--- config.mk ---
export PLATFORM = sky130hd
export DESIGN_NAME = chat_session_ctrl
export DESIGN_NICKNAME = d
export VERILOG_FILES = /design/src/rtl/chat_pkg.sv /design/src/rtl/chat_down_counter.sv /design/src/rtl/chat_session_ctrl.sv
export SDC_FILE = /design/constraint.sdc
export NUM_CORES = 1
export LEC_CHECK = 0
export ABC_AREA = 1
export CAP_MARGIN = 25
export CORE_UTILIZATION = 45
export CTS_CLUSTER_SIZE = 12
export DETAILED_ROUTE_END_ITERATION = 12
export GPL_ROUTABILITY_DRIVEN = 0
export RECOVER_POWER = 25
export SETUP_SLACK_MARGIN = 0.05
export SLEW_MARGIN = 20
export SYNTH_ARGS = -nofsm -noshare
export SYNTH_HDL_FRONTEND = slang
export SYNTH_SLANG_ARGS = --single-unit
--- constraint.sdc ---
create_clock -name clock -period 3 [get_ports clock]
set_input_delay 0.45 -clock clock [delete_from_list [all_inputs] [get_ports clock]]
set_output_delay 0.45 -clock clock [all_outputs]
set_load 0.02 [all_outputs]
--- src/rtl/chat_pkg.sv ---
// chat_pkg: shared types and constants for the chat terminal session sequencer.
// Holds the session state enum, the two-bit display_state encodings, the user
// ids and the ASCII keys that select a user at the login prompt.
package chat_pkg;

  typedef enum logic [2:0] {
    LOGIN,
    PASSWORD,
    SENDING,
    SEND_WAIT,
    RECEIVING,
    LOCKOUT
  } state_t;

  localparam logic [1:0] DISP_LOGIN     = 2'b00;
  localparam logic [1:0] DISP_PASSWORD  = 2'b01;
  localparam logic [1:0] DISP_SENDING   = 2'b10;
  localparam logic [1:0] DISP_RECEIVING = 2'b11;

  localparam logic [1:0] USER_NONE  = 2'd0;
  localparam logic [1:0] USER_BILLY = 2'd1;
  localparam logic [1:0] USER_BOB   = 2'd2;

  localparam logic [7:0] KEY_BILLY = 8'h31;
  localparam logic [7:0] KEY_BOB   = 8'h32;

  // SEND_WAIT shares the sending screen and LOCKOUT shows the login screen.
  function automatic logic [1:0] disp_of(input state_t s);
    case (s)
      PASSWORD:           return DISP_PASSWORD;
      SENDING, SEND_WAIT: return DISP_SENDING;
      RECEIVING:          return DISP_RECEIVING;
      default:            return DISP_LOGIN;
    endcase
  endfunction

endpackage

--- src/rtl/chat_down_counter.sv ---
// chat_down_counter: loadable 32-bit down counter that saturates at zero.
// Ports:
//   clock, reset  - system clock, asynchronous active-high reset
//   clear         - force the count to zero (wins over load)
//   load          - load load_value this edge
//   load_value    - value loaded when load is high
//   zero          - high while the count is zero
module chat_down_counter (
  input  logic        clock,
  input  logic        reset,
  input  logic        clear,
  input  logic        load,
  input  logic [31:0] load_value,
  output logic        zero
);

  logic [31:0] count;

  always_ff @(posedge clock or posedge reset) begin
    if (reset) begin
      count <= '0;
    end else if (clear) begin
      count <= '0;
    end else if (load) begin
      count <= load_value;
    end else if (count != 32'd0) begin
      count <= count - 32'd1;
    end
  end

  assign zero = (count == 32'd0);

endmodule

--- src/rtl/chat_session_ctrl.sv ---
// chat_session_ctrl: session sequencer for the two-user chat terminal.
// Handles login, password check with lockout, the data_ready/link_done send
// handshake, receive notification with a timed tone, and LCD clear pulses.
// Ports:
//   clock, reset        - system clock, asynchronous active-high reset
//   key_valid/key_ascii - decoded keypad strobe and ASCII code
//   logout              - level; return to the login prompt
//   send_req            - user commits a message
//   link_done           - link write finished
//   link_received       - a message arrived
//   display_state       - 00 login, 01 password, 10 sending, 11 receiving
//   user_id             - 0 none, 1 Billy, 2 Bob
//   data_ready          - request toward the link
//   lcd_clear           - one-cycle LCD clear pulse
//   tone_en             - receive tone enable
//   locked              - high during lockout
//   send_err            - one-cycle pulse when a send times out
//   fail_count          - consecutive wrong passwords
module chat_session_ctrl
  import chat_pkg::*;
#(
  parameter int unsigned TONE_CYCLES  = 1250000,
  parameter int unsigned LOCK_CYCLES  = 50000000,
  parameter int unsigned MAX_TRIES    = 3,
  parameter int unsigned SEND_TIMEOUT = 5000000,
  parameter logic [7:0]  PWD_BILLY    = 8'h30,
  parameter logic [7:0]  PWD_BOB      = 8'h31
) (
  input  logic       clock,
  input  logic       reset,
  input  logic       key_valid,
  input  logic [7:0] key_ascii,
  input  logic       logout,
  input  logic       send_req,
  input  logic       link_done,
  input  logic       link_received,
  output logic [1:0] display_state,
  output logic [1:0] user_id,
  output logic       data_ready,
  output logic       lcd_clear,
  output logic       tone_en,
  output logic       locked,
  output logic       send_err,
  output logic [1:0] fail_count
);

  localparam logic [1:0]  MAX_FAIL   = 2'(MAX_TRIES);
  // Both reloads are one short so the zero-detect edge lands exactly
  // LOCK_CYCLES / SEND_TIMEOUT clocks after entry.
  localparam logic [31:0] LOCK_LOAD  = LOCK_CYCLES - 32'd1;
  localparam logic [31:0] TMO_LOAD   = SEND_TIMEOUT - 32'd1;
  localparam logic [31:0] TONE_LOAD  = TONE_CYCLES;

  state_t     state, state_n;
  logic [1:0] user_n, fail_n, fail_inc;
  logic       data_ready_n, lcd_clear_n, send_err_n;
  logic       rx_pending, rx_pending_n;
  logic       tone_load, tone_clear, lock_load, tmo_load;
  logic       tone_zero, lock_zero, tmo_zero;
  logic [7:0] user_pwd;

  chat_down_counter u_tone (
    .clock(clock), .reset(reset), .clear(tone_clear), .load(tone_load),
    .load_value(TONE_LOAD), .zero(tone_zero)
  );

  chat_down_counter u_lock (
    .clock(clock), .reset(reset), .clear(1'b0), .load(lock_load),
    .load_value(LOCK_LOAD), .zero(lock_zero)
  );

  chat_down_counter u_timeout (
    .clock(clock), .reset(reset), .clear(1'b0), .load(tmo_load),
    .load_value(TMO_LOAD), .zero(tmo_zero)
  );

  assign user_pwd = (user_id == USER_BOB) ? PWD_BOB : PWD_BILLY;
  assign fail_inc = (fail_count == MAX_FAIL) ? fail_count : fail_count + 2'd1;

  always_ff @(posedge clock or posedge reset) begin
    if (reset) begin
      state      <= LOGIN;
      user_id    <= USER_NONE;
      fail_count <= 2'd0;
      data_ready <= 1'b0;
      lcd_clear  <= 1'b0;
      send_err   <= 1'b0;
      rx_pending <= 1'b0;
    end else begin
      state      <= state_n;
      user_id    <= user_n;
      fail_count <= fail_n;
      data_ready <= data_ready_n;
      lcd_clear  <= lcd_clear_n;
      send_err   <= send_err_n;
      rx_pending <= rx_pending_n;
    end
  end

  always_comb begin
    state_n      = state;
    user_n       = user_id;
    fail_n       = fail_count;
    data_ready_n = data_ready;
    lcd_clear_n  = 1'b0;
    send_err_n   = 1'b0;
    rx_pending_n = rx_pending;
    tone_load    = 1'b0;
    tone_clear   = 1'b0;
    lock_load    = 1'b0;
    tmo_load     = 1'b0;

    // logout is a level, so a held logout in LOGIN must not keep strobing
    // the LCD; fail_count survives so lockout cannot be dodged.
    if (logout && state != LOCKOUT) begin
      state_n      = LOGIN;
      user_n       = USER_NONE;
      data_ready_n = 1'b0;
      rx_pending_n = 1'b0;
      tone_clear   = 1'b1;
      lcd_clear_n  = (state != LOGIN);
    end else begin
      case (state)
        LOGIN: begin
          if (key_valid && key_ascii == KEY_BILLY) begin
            user_n      = USER_BILLY;
            state_n     = PASSWORD;
            lcd_clear_n = 1'b1;
          end else if (key_valid && key_ascii == KEY_BOB) begin
            user_n      = USER_BOB;
            state_n     = PASSWORD;
            lcd_clear_n = 1'b1;
          end
        end
        PASSWORD: begin
          if (key_valid) begin
            lcd_clear_n = 1'b1;
            if (key_ascii == user_pwd) begin
              state_n = SENDING;
              fail_n  = 2'd0;
            end else begin
              fail_n = fail_inc;
              if (fail_inc == MAX_FAIL) begin
                state_n   = LOCKOUT;
                lock_load = 1'b1;
              end
            end
          end
        end
        LOCKOUT: begin
          if (lock_zero) begin
            state_n     = LOGIN;
            user_n      = USER_NONE;
            fail_n      = 2'd0;
            lcd_clear_n = 1'b1;
          end
        end
        SENDING: begin
          // A receive deferred during SEND_WAIT is serviced like a fresh one.
          if (link_received || rx_pending) begin
            state_n      = RECEIVING;
            lcd_clear_n  = 1'b1;
            tone_load    = 1'b1;
            rx_pending_n = 1'b0;
          end else if (send_req) begin
            state_n      = SEND_WAIT;
            data_ready_n = 1'b1;
            tmo_load     = 1'b1;
          end
        end
        SEND_WAIT: begin
          if (link_received) begin
            rx_pending_n = 1'b1;
          end
          if (link_done) begin
            state_n      = SENDING;
            data_ready_n = 1'b0;
          end else if (tmo_zero) begin
            state_n      = SENDING;
            data_ready_n = 1'b0;
            send_err_n   = 1'b1;
          end
        end
        RECEIVING: begin
          if (link_received) begin
            lcd_clear_n = 1'b1;
            tone_load   = 1'b1;
          end
          if (key_valid) begin
            state_n     = SENDING;
            lcd_clear_n = 1'b1;
          end
        end
        default: state_n = LOGIN;
      endcase
    end
  end

  assign display_state = disp_of(state);
  assign locked        = (state == LOCKOUT);
  assign tone_en       = ~tone_zero;

endmodule

[After elaboration in Yosys (flattened, before gate mapping)]
Index checks and enable logic that the tools add are counted.
Storage, ports and cells
  input port bits: 15
  output and inout bits: 11
  register bits after elaboration: 107
  word-level logic and storage cells: 131
Operators by class
  add/subtract/negate cells: 4
  bitwise gates (word level): 2
  reduce and logical (&&, ||, !) cells: 24
  muxes and demuxes: 66
  eq/ne operators: 25
Operators by type and width (number)
  32-bit 2-to-1 mux: 7
  32-bit logical NOT: 3
  32-bit nonzero test: 3
  32-bit by 1-bit subtractor with 32-bit output, second input constant: 3
  3-bit 2-to-1 mux: 12
  1-bit 2-to-1 mux: 32
  3-bit inequality test, second input constant: 7
  3-bit case mux with 6 select lines: 1
  8-bit by 6-bit == test with 1-bit output, second input constant: 2
  4-bit inequality test, second input constant: 4
  2-bit 2-to-1 mux: 7
  3-bit nonzero test: 4
  8-bit by 6-bit == test with 1-bit output: 1
  2-bit case mux with 2 select lines: 2
  4-bit AND reduction: 2
  7-bit AND reduction: 1
  2-bit == test, second input constant: 3
  3-bit by 2-bit == test with 1-bit output, second input constant: 2
  3-bit == test, second input constant: 2
  1-bit case mux with 2 select lines: 3
  2-bit case mux with 3 select lines: 1
  3-bit AND reduction: 2
  2-bit nonzero test: 3
  1-bit case mux with 5 select lines: 1
  other kinds (10): 13

[Depth between registers and ports, before layout]
  depth in word-level cells: 9
  gate-level depth with buffers: 11
  depth with buffers taken out: 11

[Cells and area by module]
Synthesis repeated with hierarchy kept, for this count alone.
Unflattened totals
  cell total of the unflattened synthesis: 1225
  area, all modules: 8241.7 sq um
By module, submodules not included
  chat_down_counter: sequential area each 800.8 sq um, cells each 359, area each 2436.1 sq um, instances 3
  chat_session_ctrl: sequential area each 275.3 sq um, cells each 148, area each 933.4 sq um, instances 1

[Least setup slack after synthesis]
No wires, ideal clock.
  path type: flip-flop to output port
  from: reg u_tone.count[0]
  to: out tone_en
  path buffers: 1
  arrival: 1.308 ns
  path slack: 1.242 ns
  cell stages (with the launch flop): 9
  required time: 2.550 ns
  cells stage by stage: dfrtp_1 -> inv_1 -> ha_1 -> nand2_2 -> nor2_4 -> nand3_4 -> inv_2 -> nand2_2 -> buf_6
On the way
  cells in the longest elaborated chain, start to end: 2
Ends and longest elaborated chain
  start: declaration: line chat_down_counter.sv:17  | logic [31:0] count;
  start signal: assignment: line chat_down_counter.sv:25  | count <= load_value;
  start signal: assignment: line chat_down_counter.sv:27  | count <= count - 32'd1;
  32-bit logical NOT: line chat_down_counter.sv:31  | assign zero = (count == 32'd0);
  1-bit NOT: line chat_session_ctrl.sv:201  | assign tone_en = ~tone_zero;
  end: declaration: line chat_session_ctrl.sv:41  | output logic tone_en,
Every way passes these cells.

[Final worst setup path]
Same ends and word-level chain as after synthesis.

==> impl_metrics.env <==
export IMPL_die_h_um=125
export IMPL_powerDensity_nw_per_um2=905
export IMPL_leakagePower_nw=3.43
export IMPL_cts_tree="yes"
export IMPL_critPathSlowestCell="dfrtp_1"
export IMPL_synth_cell_types=46
export IMPL_cp_max_fo=11
export IMPL_end_kind="output pin"
export IMPL_synth_seq_cells=107
export IMPL_first_iter_violations=364
export IMPL_clock_sinks=107
export IMPL_area_growth_pct=10.5
export IMPL_rsz0062_at_grt="false"
export IMPL_grt_ovfl_total=0
export IMPL_cts_root_buffer="clkbuf_16"
export IMPL_layout_drive_gt1_share_pct=9.34
export IMPL_rows=44
export IMPL_critPathLaunch="u_tone.count[0]"
export IMPL_clk_latency_ns=0.36
export IMPL_grt_usage_pct=21.5
export IMPL_ant_nets=0
export IMPL_fp_dieW_um=125
export IMPL_syn_nets=960
export IMPL_p_total_mw=6.77
export IMPL_ios=26
export IMPL_core_area_um2=14600
export IMPL_tns_ns=0
export IMPL_start_kind="register"
export IMPL_wl_um=15900
export IMPL_clock_skew_ns=0.0109
export IMPL_fillers=1483
export IMPL_syn_avg_cell_area_um2=7.21
export IMPL_initial_core_util_pct=46.4
export IMPL_yosys_warnings=0
export IMPL_synth_edf_count=0
export IMPL_dominantRegCellSynth="dfrtp_1"
export IMPL_slew_headroom_pct=24.4
export IMPL_hp_class="reg -> reg"
export IMPL_grt_max_degree=67
export IMPL_synthArstFlopShare_pct=100
export IMPL_cts_buffers=9
export IMPL_rrSetupSlack_ns=0.92
export IMPL_syn_cell_area_um2=6770
export IMPL_fmax_ghz=0.404
export IMPL_cts_reportedPaths_clkPinSlew_ns=0.08
export IMPL_hold_viol=0
export IMPL_synthCells=940
export IMPL_critPathMaxStageDelay_ns=0.43
export IMPL_drt_pass1_iterations=7
export IMPL_hpwlAfterDp_um=12000
export IMPL_yosysSeqAreaShare_pct=39.5
export IMPL_drv_slew=0
export IMPL_worst_pin_slew_ns=1.13
export IMPL_ff2ff_path_depth=10
export IMPL_worstPathArrival_ns=2.03
export IMPL_reg2reg_to="u_lock.count[13]"
export IMPL_vias=5901
export IMPL_grt_first_pass_wirelength_um=27100
export IMPL_cts_setup_buffers=0
export IMPL_min_period_over_period_pct=82.6
export IMPL_crit_path_end="tone_en"
export IMPL_crit_chain="inv_1 -> ha_1 -> nand2_2 -> nor2_4 -> nand3_4 -> inv_2 -> nand2_2 -> dlymetal6s2s_1"
export IMPL_status="completed"
export IMPL_cp_common_cell="nand2_2"
export IMPL_detail_route_wl_per_cell_um=13.7
export IMPL_grt_pass1_vias=5529
export IMPL_io_buffers=25
export IMPL_die_area_um2=15500
export IMPL_cts_buffer_depth=2
export IMPL_period_needed_ns=2.48
export IMPL_setup_viol=0
export IMPL_maxCapViolCount=0
export IMPL_cts_htree_levels=3
export IMPL_critPathKind="reg -> out"
export IMPL_layout_nets=989
export IMPL_r2r_start="u_lock.count[13]"
export IMPL_ir_drop_v=0.000352
export IMPL_via_per_inst=5.10
export IMPL_worst_ep_required_time_ns=2.55
export IMPL_antenna_found_initial=0
export IMPL_route_detailed_drc=0
export IMPL_diodes=0
-- logic make-up after synthesis --
family,after synthesis,share of synthesized area (%)
AND/OR/NAND/NOR,563,38.9
flip-flops,107,39.5
AO/OA/AOI/OAI,92,7.45
XOR/XNOR,40,5.17
buffers and inverters,133,8.05
adder cells (fa/ha/maj),5,0.924
-- synth_stat cells (2+ instances only) --
| library cell | number | area (um2) |
|---|---|---|
| buf_6 | 4 | 45.0 |
| nand2_4 | 4 | 45.0 |
| inv_4 | 2 | 12.5 |
| nor3_2 | 3 | 30.0 |
| nand2_2 | 11 | 68.8 |
| buf_2 | 3 | 15.0 |
| ha_1 | 5 | 62.6 |
| nand3_1 | 58 | 290 |
| nand4_1 | 12 | 75.1 |
| o21ai_0 | 31 | 155 |
| nor3_4 | 4 | 65.1 |
| o211ai_1 | 8 | 60.1 |
| a21oi_1 | 35 | 175 |
| nor2_4 | 6 | 67.6 |
| o21ai_1 | 6 | 30.0 |
| xnor2_1 | 8 | 70.1 |
| nor3_1 | 37 | 185 |
| or2_2 | 5 | 31.3 |
| nor2_2 | 22 | 138 |
| nor4_1 | 5 | 31.3 |
| dfrtp_1 | 107 | 2680 |
| inv_1 | 115 | 432 |
| a31oi_1 | 7 | 43.8 |
| nor3b_1 | 2 | 15.0 |
| inv_2 | 6 | 22.5 |
| buf_4 | 2 | 15.0 |
| nand2_1 | 198 | 743 |
| nor2_1 | 182 | 683 |
| nand3b_1 | 3 | 22.5 |
| nand3_4 | 2 | 35.0 |
| xor2_1 | 32 | 280 |
-- power by group --
part	leakage, nW	internal [mW]	total (mW)	switching [mW]
Clock	0.134	0.583	1.17	0.589
Combinational	2.02	1.13	3.14	2.02
Sequential	1.28	1.94	2.46	0.516
Total	3.43	3.65	6.77	3.12
-- through the flow --
step | hold slack, ns | std cells | area (um2) | setup slack (ns) | util, %
detailed placement | 0.494 | 1142 | 7210 | 0.579 | 49.4
finish | 0.503 | 1158 | 7480 | 0.523 | 51.3
global route | 0.558 | 1158 | 7480 | 0.338 | 51.3
CTS | 0.481 | 1158 | 7500 | 0.165 | 51.4
floorplan | 0.456 | 940 | 6780 | 1.24 | -
global placement | 0.492 | 1142 | 7210 | 0.631 | 49.4
-- timing repair --
action,in CTS,in global routing
endpoints found under the setup margin,0,1
resized for setup,0,1
hold buffers,0,0
-- sequential cells by signal, indices dropped and copies added, names as in the netlist, 2 cells and up --
register         cells
u_timeout.count     32
u_lock.count        32
u_tone.count        32
user_id              2
state                3
fail_count           2
-- critical path: cells and delay by family (launching register included) --
kind | cells | cell delay (ns)
flops | 1 | 0.43
simple gates | 4 | 0.57
buf+inv | 3 | 0.42
fa+ha+maj | 1 | 0.24
-- how the worst min path moves through the flow --
| stage | from | end | slack (ns) | cells past startpoint |
|---|---|---|---|---|
| floorplan | u_tone.count[15] | u_tone.count[15] | 0.46 | 1 |
| global placement | u_tone.count[15] | u_tone.count[15] | 0.49 | 1 |
| detailed placement | data_ready | data_ready | 0.49 | 2 |
| CTS | reset | u_timeout.count[9] | 0.48 | 2 |
| global route | u_timeout.count[22] | u_timeout.count[22] | 0.56 | 1 |
| finish | u_tone.count[15] | u_tone.count[15] | 0.50 | 1 |
-- cell usage in the layout (no fill, tap or decap), drive strengths merged, types with 7 or more instances in the layout --
cell,synthesis,layout
inv,123,126
nor3,44,44
xnor2,8,8
a31oi,7,7
xor2,32,32
nand4,14,14
nand3,61,61
a21oi,36,36
clkdlybuf4s50,0,23
nor2,211,211
dfrtp,107,107
clkbuf,1,12
o211ai,8,8
nand2,213,213
o21ai,38,38
-- cell type report --
cell class	instances	area, um2	area share [%]
repair buffers	28	272	3.63
clock inverters	6	55.1	0.736
well taps	184	230	3.08
flip-flops and latches	107	2680	35.8
multi-input cells	700	3550	47.4
inverters	123	468	6.26
clock buffers	10	229	3.06
-- per-layer routing --
| layer | share of wire [%] | wire length [um] | global-route usage [%] |
|---|---|---|---|
| met5 | 0 | 0 | 0 |
| met4 | 1.1 | 177 | 5.39 |
| met3 | 3.8 | 600 | 3.44 |
| met2 | 45 | 7130 | 33.8 |
| met1 | 50 | 7980 | 30.6 |
No activity file was read; power rests on OpenSTA's default activity.
